[config.mk]
export PLATFORM = sky130hd
export DESIGN_NAME = nibble_serial_adder_ctrl
export DESIGN_NICKNAME = d
export VERILOG_FILES = /design/src/rtl/nibble_serial_adder_ctrl.sv
export SDC_FILE = /design/constraint.sdc
export NUM_CORES = 1
export LEC_CHECK = 0
export CORE_ASPECT_RATIO = 0.9
export CORE_UTILIZATION = 51
export CTS_BUF_LIST = sky130_fd_sc_hd__clkbuf_16
export CTS_CLUSTER_DIAMETER = 50
export DETAILED_ROUTE_END_ITERATION = 10
export PLACE_DENSITY = 0.88
export RECOVER_POWER = 50
export SYNTH_ARGS = -nofsm -noshare
export SYNTH_HDL_FRONTEND = slang
export SYNTH_SLANG_ARGS = --single-unit
[constraint.sdc]
create_clock -name clk -period 4.11 [get_ports clk]
set_clock_uncertainty 0.1 [all_clocks]
set_input_delay 0.822 -clock clk [delete_from_list [all_inputs] [get_ports clk]]
set_output_delay 0.822 -clock clk [all_outputs]
set_load 0.1 [all_outputs]
[src/rtl/nibble_serial_adder_ctrl.sv]
// Nibble-serial adder: one 4-bit ripple slice is time-shared across NIBBLES slices, one per clock.
// Optional subtract mode is enabled by defining NIBBLE_SERIAL_ADDER_SUB_EN.

module top_4bit (
  input  logic [3:0] a,
  input  logic [3:0] b,
  input  logic       cin,
  output logic [3:0] sum,
  output logic       cout
);
  logic [4:0] c;

  always_comb begin
    c    = '0;
    sum  = '0;
    c[0] = cin;
    for (int i = 0; i < 4; i++) begin
      sum[i]  = a[i] ^ b[i] ^ c[i];
      c[i+1]  = (a[i] & b[i]) | (c[i] & (a[i] ^ b[i]));
    end
    cout = c[4];
  end
endmodule

module nibble_serial_adder_ctrl #(
  parameter int NIBBLES = 4
) (
  input  logic                 clk,
  input  logic                 rst,
  input  logic                 start,
  input  logic [4*NIBBLES-1:0] a,
  input  logic [4*NIBBLES-1:0] b,
  input  logic                 cin,
`ifdef NIBBLE_SERIAL_ADDER_SUB_EN
  input  logic                 sub,
`endif
  output logic                 busy,
  output logic                 done,
  output logic [4*NIBBLES-1:0] sum,
  output logic                 cout
);
  localparam int W     = 4 * NIBBLES;
  localparam int IDX_W = (NIBBLES > 1) ? $clog2(NIBBLES) : 1;
  localparam logic [IDX_W-1:0] LAST_IDX = IDX_W'(NIBBLES - 1);

  typedef enum logic [1:0] {IDLE, ADD, DONE} state_t;

  state_t           state_q, state_d;
  logic [IDX_W-1:0] idx_q, idx_d;
  logic [W-1:0]     a_q, a_d;
  logic [W-1:0]     b_q, b_d;
  logic             carry_q, carry_d;
  logic [W-1:0]     sum_q, sum_d;
  logic             cout_q, cout_d;
  logic             busy_q, busy_d;
  logic             done_q, done_d;

  logic [3:0] slice_a, slice_b, slice_sum;
  logic       slice_cout;

  assign slice_a = a_q[4*idx_q +: 4];
  assign slice_b = b_q[4*idx_q +: 4];

  top_4bit u_slice (
    .a    (slice_a),
    .b    (slice_b),
    .cin  (carry_q),
    .sum  (slice_sum),
    .cout (slice_cout)
  );

  always_comb begin
    state_d = state_q;
    idx_d   = idx_q;
    a_d     = a_q;
    b_d     = b_q;
    carry_d = carry_q;
    sum_d   = sum_q;
    cout_d  = cout_q;
    busy_d  = busy_q;
    done_d  = 1'b0;
    case (state_q)
      IDLE: begin
        if (start) begin
          a_d     = a;
          b_d     = b;
          carry_d = cin;
`ifdef NIBBLE_SERIAL_ADDER_SUB_EN
          // Two's-complement subtract: invert B and inject the +1 through the carry.
          if (sub) begin
            b_d     = ~b;
            carry_d = 1'b1;
          end
`endif
          idx_d   = '0;
          busy_d  = 1'b1;
          state_d = ADD;
        end
      end
      ADD: begin
        sum_d[4*idx_q +: 4] = slice_sum;
        carry_d             = slice_cout;
        if (idx_q == LAST_IDX) begin
          cout_d  = slice_cout;
          done_d  = 1'b1;
          state_d = DONE;
        end else begin
          idx_d = idx_q + IDX_W'(1);
        end
      end
      DONE: begin
        busy_d  = 1'b0;
        state_d = IDLE;
      end
      default: begin
        busy_d  = 1'b0;
        state_d = IDLE;
      end
    endcase
  end

  always_ff @(posedge clk or posedge rst) begin
    if (rst) begin
      state_q <= IDLE;
      idx_q   <= '0;
      a_q     <= '0;
      b_q     <= '0;
      carry_q <= 1'b0;
      sum_q   <= '0;
      cout_q  <= 1'b0;
      busy_q  <= 1'b0;
      done_q  <= 1'b0;
    end else begin
      state_q <= state_d;
      idx_q   <= idx_d;
      a_q     <= a_d;
      b_q     <= b_d;
      carry_q <= carry_d;
      sum_q   <= sum_d;
      cout_q  <= cout_d;
      busy_q  <= busy_d;
      done_q  <= done_d;
    end
  end

  assign busy = busy_q;
  assign done = done_q;
  assign sum  = sum_q;
  assign cout = cout_q;
endmodule

==> results of run 1 <==
==> worst max-delay path, stage by stage (launching register included) <==
cell and delay [ns]:
dfrtp_1 0.70, mux4_2 0.58, inv_1 0.09, fa_1 0.19, fa_1 0.16, inv_1 0.05, fa_1 0.38, fa_1 0.49
and4b_1 0.22, mux2_2 0.27
==> final cells by class <==
class                           count  area [um2]
Clock buffer                        5         125
Sequential cell                    56        1400
Multi-Input combinational cell    107        1200
Fill cell                         387        1570
Tap cell                           65        81.3
Clock inverter                      3        15.0
Timing Repair Buffer               57         559
Inverter                           10        37.5
==> cell families (layout without fill, tap and decap cells) <==
logic type | after synthesis | in the layout | synth area share (%)
buffers and inverters | 21 | 75 | 4.48
DFF | 56 | 56 | 51.3
AOI/OAI and AO/OA | 12 | 12 | 3.75
adders and majority gates | 10 | 10 | 5.68
muxes | 51 | 51 | 24.3
and+or+nand+nor | 34 | 34 | 10.5
==> layer usage <==
metal / share of wire [%] / wire, um / up-vias
met3: 3.8 / 191 / 2
met4: 0.34 / 17 / 0
li1: - / - / 781
met2: 50 / 2500 / 54
met5: 0 / 0 / -
met1: 46 / 2270 / 851
==> cell usage in the layout (no fill, tap or decap), drive strengths merged <==
cell	n
and2	2
dlygate4sd3	2
dfrtp	56
ha	6
nor3b	4
and3	2
inv	11
nor4bb	6
mux2	43
nand2b	2
clkbuf	6
mux4	8
a211oi	1
o21bai	1
and4bb	1
and3b	4
nor2b	5
a32o	6
nor4b	4
clkdlybuf4s50	52
a211o	2
clkinv	1
buf	2
clkinvlp	1
fa	4
and4b	2
nand3b	2
a21oi	2
==> stage by stage <==
step	hold slack [ns]	utilization, %
2_1_floorplan	0.353	-
6_report	0.391	68.6
3_5_place_dp	0.381	66.1
4_1_cts	0.396	68.9
3_3_place_gp	0.376	66.1
5_1_grt	0.405	68.6
==> registers in the layout, summed over array words and instances (netlist names) <==
register  cells
a_q          16
b_q          16
busy          1
carry_q       1
cout          1
done          1
idx_q         2
state_q       2
sum          16
==> cell usage after synthesis, drive strengths merged, types with 5 or more instances <==
cell type and n:
a32o 6, buf 8, dfrtp 56, ha 6
inv 10, mux2 43, mux4 8, nor2b 5
nor4bb 6
==> how the worst min path moves through the flow <==
stage	slack [ns]	endpoint
after global placement	0.38	sum[2]$_DFFE_PP0P_
after global routing	0.41	a_q[13]$_DFFE_PP0P_
after floorplan	0.35	a_q[13]$_DFFE_PP0P_
after detailed placement	0.38	a_q[13]$_DFFE_PP0P_
after CTS	0.40	a_q[13]$_DFFE_PP0P_
final	0.39	sum[0]$_DFFE_PP0P_
==> flow_summary.toml, run 1 <==
[outcome]
outcome = "finished with violations"
violations = "max-capacitance violations, max-slew violations"

[detailed_routing]
firstDrtPassIters = 4
drc = 0
drtIter0Drc = 80
wirelength_um = 4980
num_vias = 1688
avgRoutedWirePerCell_um = 16.4
final_antenna_net_count = 0
via_per_inst = 5.57

[final_layout]
nets = 283
drive_above_1_share_pct = 24.4
diodes = 0
fin_area_mm2 = 0.00342
area_growth_pct = 25.0
final_cells = 303

[global_route]
grt_pass1_vias = 1768
grt_pass1_wl_um = 8770
gr-total-overflow = 0
gr-usage-met1_pct = 29.4
grt_usage_pct = 20.5
grtUsageMet2_pct = 32.2
busiest_layer = "met2"
grt_start_max_net_pins = 57
grt_use_met3_pct = 4.33
grt_antenna_before_repair = 0

[worst_hold_path]
min_path_cells = 1
hp-class = "flip-flop to flip-flop"
hp-start = "sum[0]$_DFFE_PP0P_"

[critical_path]
r2r_slack_ns = 0.78
rr_endpoint = "sum[7]$_DFFE_PP0P_"
reg2reg_depth = 9
path_max_fanout = 12
crit_start = "idx_q[0]$_DFFE_PP0P_"
r2r_start = "idx_q[0]$_DFFE_PP0P_"
end_kind = "flip-flop"
crit_end = "sum[7]$_DFFE_PP0P_"
crit_type = "flip-flop to flip-flop"
critPathLaunchType = "flip-flop"
critPathRequiredTime_ns = 4.18
cp.arrival_ns = 3.40

[logic_synthesis]
avgSynthCellArea_um2 = 14.9
synth-edff-count = 0
synthArstFlopShare_pct = 100
synth_ff_type = "dfrtp_1"
ys_seq_area_share_pct = 51.3
ys_ff_latch = 56
synth.area.top_cells = "dfrtp_1 (51%), mux2_2 (17%), mux4_2 (6.6%)"
yosys_warnings = 0
syn-num-nets = 230
ys_types = 28
yosys.area.top_type_share_pct = 51.3
post-synth-top-area-cell = "dfrtp_1"
syn-cell-area_mm2 = 0.00273
syn_inst = 184

[sta]
setup_viol = 0
finalHoldViolations = 0
setup_ws_ns = 0.778
tightest_slew_ns = 2.03
fin_setup_tns_ns = 0
relSlewSlack_pct = -35.3
period_share_pct = 81.1
slew_viol_final = 90
rsz0062_at_grt = "no"
fin_crit_ns = 3.33
timing.fmax_ghz = 0.300

[placement]
dp_cells = 295
place_congestion = 0.733
postPlaceCellArea_mm2 = 0.00329
post-place-ws_ns = 0.753
dpl.hpwl_um = 3520
numPortBuffers = 54

[clock_tree]
htreeDepth = 2
cts_setup_buffers = 0
hold_buffers = 0
cts_buffers = 5
cts_resized = 0
clock_path_buffers = 2
cts_tree = "done"
root_buffer = "clkbuf_16"
clk_latency_ns = 0.28
numClockSinks = 56
path_clk_slew_ns = 0.07

[die]
initial_core_util_pct = 54.8
core-area_mm2 = 0.00498
dieWidth_um = 79.2
die_area_mm2 = 0.00566
fp-row-count = 24
ios = 55
die_h_um = 71.5

[flow_run]
maxCapViolations = 2
Power of run 1 is left out: the tool's default activity adds up to more than one toggle a clock period on the data nets, which glitch-free logic cannot reach.
==> run 2, diff against run 1 <==
Settings changed: CORE_UTILIZATION 51 to 46, PLACE_DENSITY 0.88 to 0.84.
Clock period 4.11 ns to 2.7 ns, I/O delays scaled along.
==> flow_summary.toml, run 2 (same netlist as run 1, synthesis figures left out) <==
[global_route]
grt_pass1_wl_um = 8770
grt_start_max_net_pins = 34
grt_pass1_vias = 1801
gr-total-overflow = 0
grt_usage_pct = 18.4
grt_antenna_before_repair = 0

[clock_tree]
root_buffer = "clkbuf_16"
cts_tree = "done"
path_clk_slew_ns = 0.07
cts_buffers = 5
hold_buffers = 0
clk_latency_ns = 0.30
htreeDepth = 2
numClockSinks = 56
clock_path_buffers = 2

[critical_path]
path_max_fanout = 4
critPathLaunchType = "flip-flop"
cpPeakStageDelay_ns = 0.52
critPathRequiredTime_ns = 2.78
path_common_cell = "fa_2"
cp.arrival_ns = 3.01
end_kind = "flip-flop"
crit_chain = "mux4_2, inv_2, fa_2, fa_2, inv_2, fa_2, fa_1, and4b_1, mux2_4"
cpMaxStageDelayCell = "mux4_2"
crit_type = "flip-flop to flip-flop"

[final_layout]
diodes = 0
area_growth_pct = 27.6
mostFrequentLayoutCell = "dfrtp_1"
final_core_util_pct = 61.3
final_cell_mix = "dfrtp_1 (56), mux2_2 (38), clkdlybuf4s50_1 (33)"
drive_above_1_share_pct = 38.8
nets = 290

[sta]
fin_setup_tns_ns = -0.820
tightest_slew_ns = 1.16
fin_crit_ns = 2.93
rsz0062_at_grt = "yes"
timing.fmax_ghz = 0.342
finalHoldViolations = 0
period_share_pct = 108
setup_viol = 4
setup_ws_ns = -0.227
relSlewSlack_pct = 23.0
slew_viol_final = 0

[detailed_routing]
via_per_inst = 5.52
drtIter0Drc = 68
num_vias = 1738
drc = 0
avgRoutedWirePerCell_um = 16.4
firstDrtPassIters = 4
final_antenna_net_count = 0
wirelength_um = 5180

[outcome]
outcome = "finished with violations"
violations = "negative setup slack"

[placement]
dpl.hpwl_um = 3810
numPortBuffers = 54
place_congestion = 0.794

[die]
die_area_mm2 = 0.00626
ios = 55
core-area_mm2 = 0.00569
fp-row-count = 26
initial_core_util_pct = 48.0
dieWidth_um = 83.3
die_h_um = 75.1

[worst_hold_path]
hp-class = "flip-flop to flip-flop"

[flow_run]
maxCapViolations = 0
==> run 2: changes by cell type in the layout (fill, tap and decap cells not counted), sizes merged <==
cell and change:
clkdlybuf4s50 -19, buf +25, clkbuf +1
==> run 2: path summary, 6_finish.rpt <==
path	start	to	slack [ns]	cells past startpoint
min reg2reg	a_q[14]$_DFFE_PP0P_	a_q[14]$_DFFE_PP0P_	0.39	1
min in group asynchronous	rst	sum[14]$_DFFE_PP0P_	0.78	2
max reg2reg	idx_q[1]$_DFFE_PP0P_	sum[7]$_DFFE_PP0P_	-0.23	9
max	idx_q[1]$_DFFE_PP0P_	sum[7]$_DFFE_PP0P_	-0.23	9
min	a_q[14]$_DFFE_PP0P_	a_q[14]$_DFFE_PP0P_	0.39	1
max in group asynchronous	rst	idx_q[1]$_DFFE_PP0P_	0.44	3
==> run 2: timing repair <==
item | 4_1_cts | 5_1_grt
endpoints found under the hold margin | 0 | 0
endpoints found under the setup margin | 10 | 10
gates resized for setup | 7 | 4
pin swaps | 3 | 2
buffers inserted | 1 | 0
==> run 2: area by class of cell <==
type / count / area (um2)
inverters: 10 / 37.5
clock buffers: 5 / 125
multi-input cells: 107 / 1240
flip-flops and latches: 56 / 1400
repair buffers: 64 / 578
fillers: 437 / 2200
clock inverters: 3 / 20.0
well taps: 70 / 87.6
==> run 2: through the flow <==
stage                     hold slack [ns]  cell area [um2]  setup WS (ns)  std cells
after floorplan                     0.353             2740         -0.272        184
final                               0.391             3490         -0.227        315
after CTS                           0.397             3490         -0.228        315
after global routing                0.411             3490         -0.302        315
after global placement              0.376             3330         -0.173        306
after detailed placement            0.381             3330         -0.264        306
==> run 2: worst max-delay path: cells and delay by family (launching register included) <==
kind,cells,cell delay (ns)
adder cells (fa/ha/maj),4,1.21
buffers and inverters,2,0.12
multiplexers,2,0.77
flip-flops,1,0.41
AND/OR/NAND/NOR,1,0.21
==> run 2: per-layer routing <==
| metal | vias up | track usage, % | wire, um |
|---|---|---|---|
| met5 | - | 0 | 0 |
| met4 | 0 | 8.05 | 106 |
| met3 | 12 | 4.28 | 230 |
| met2 | 47 | 31.4 | 2560 |
| met1 | 886 | 23.0 | 2280 |
| li1 | 793 | - | - |
Power of run 2 is left out for the same reason.
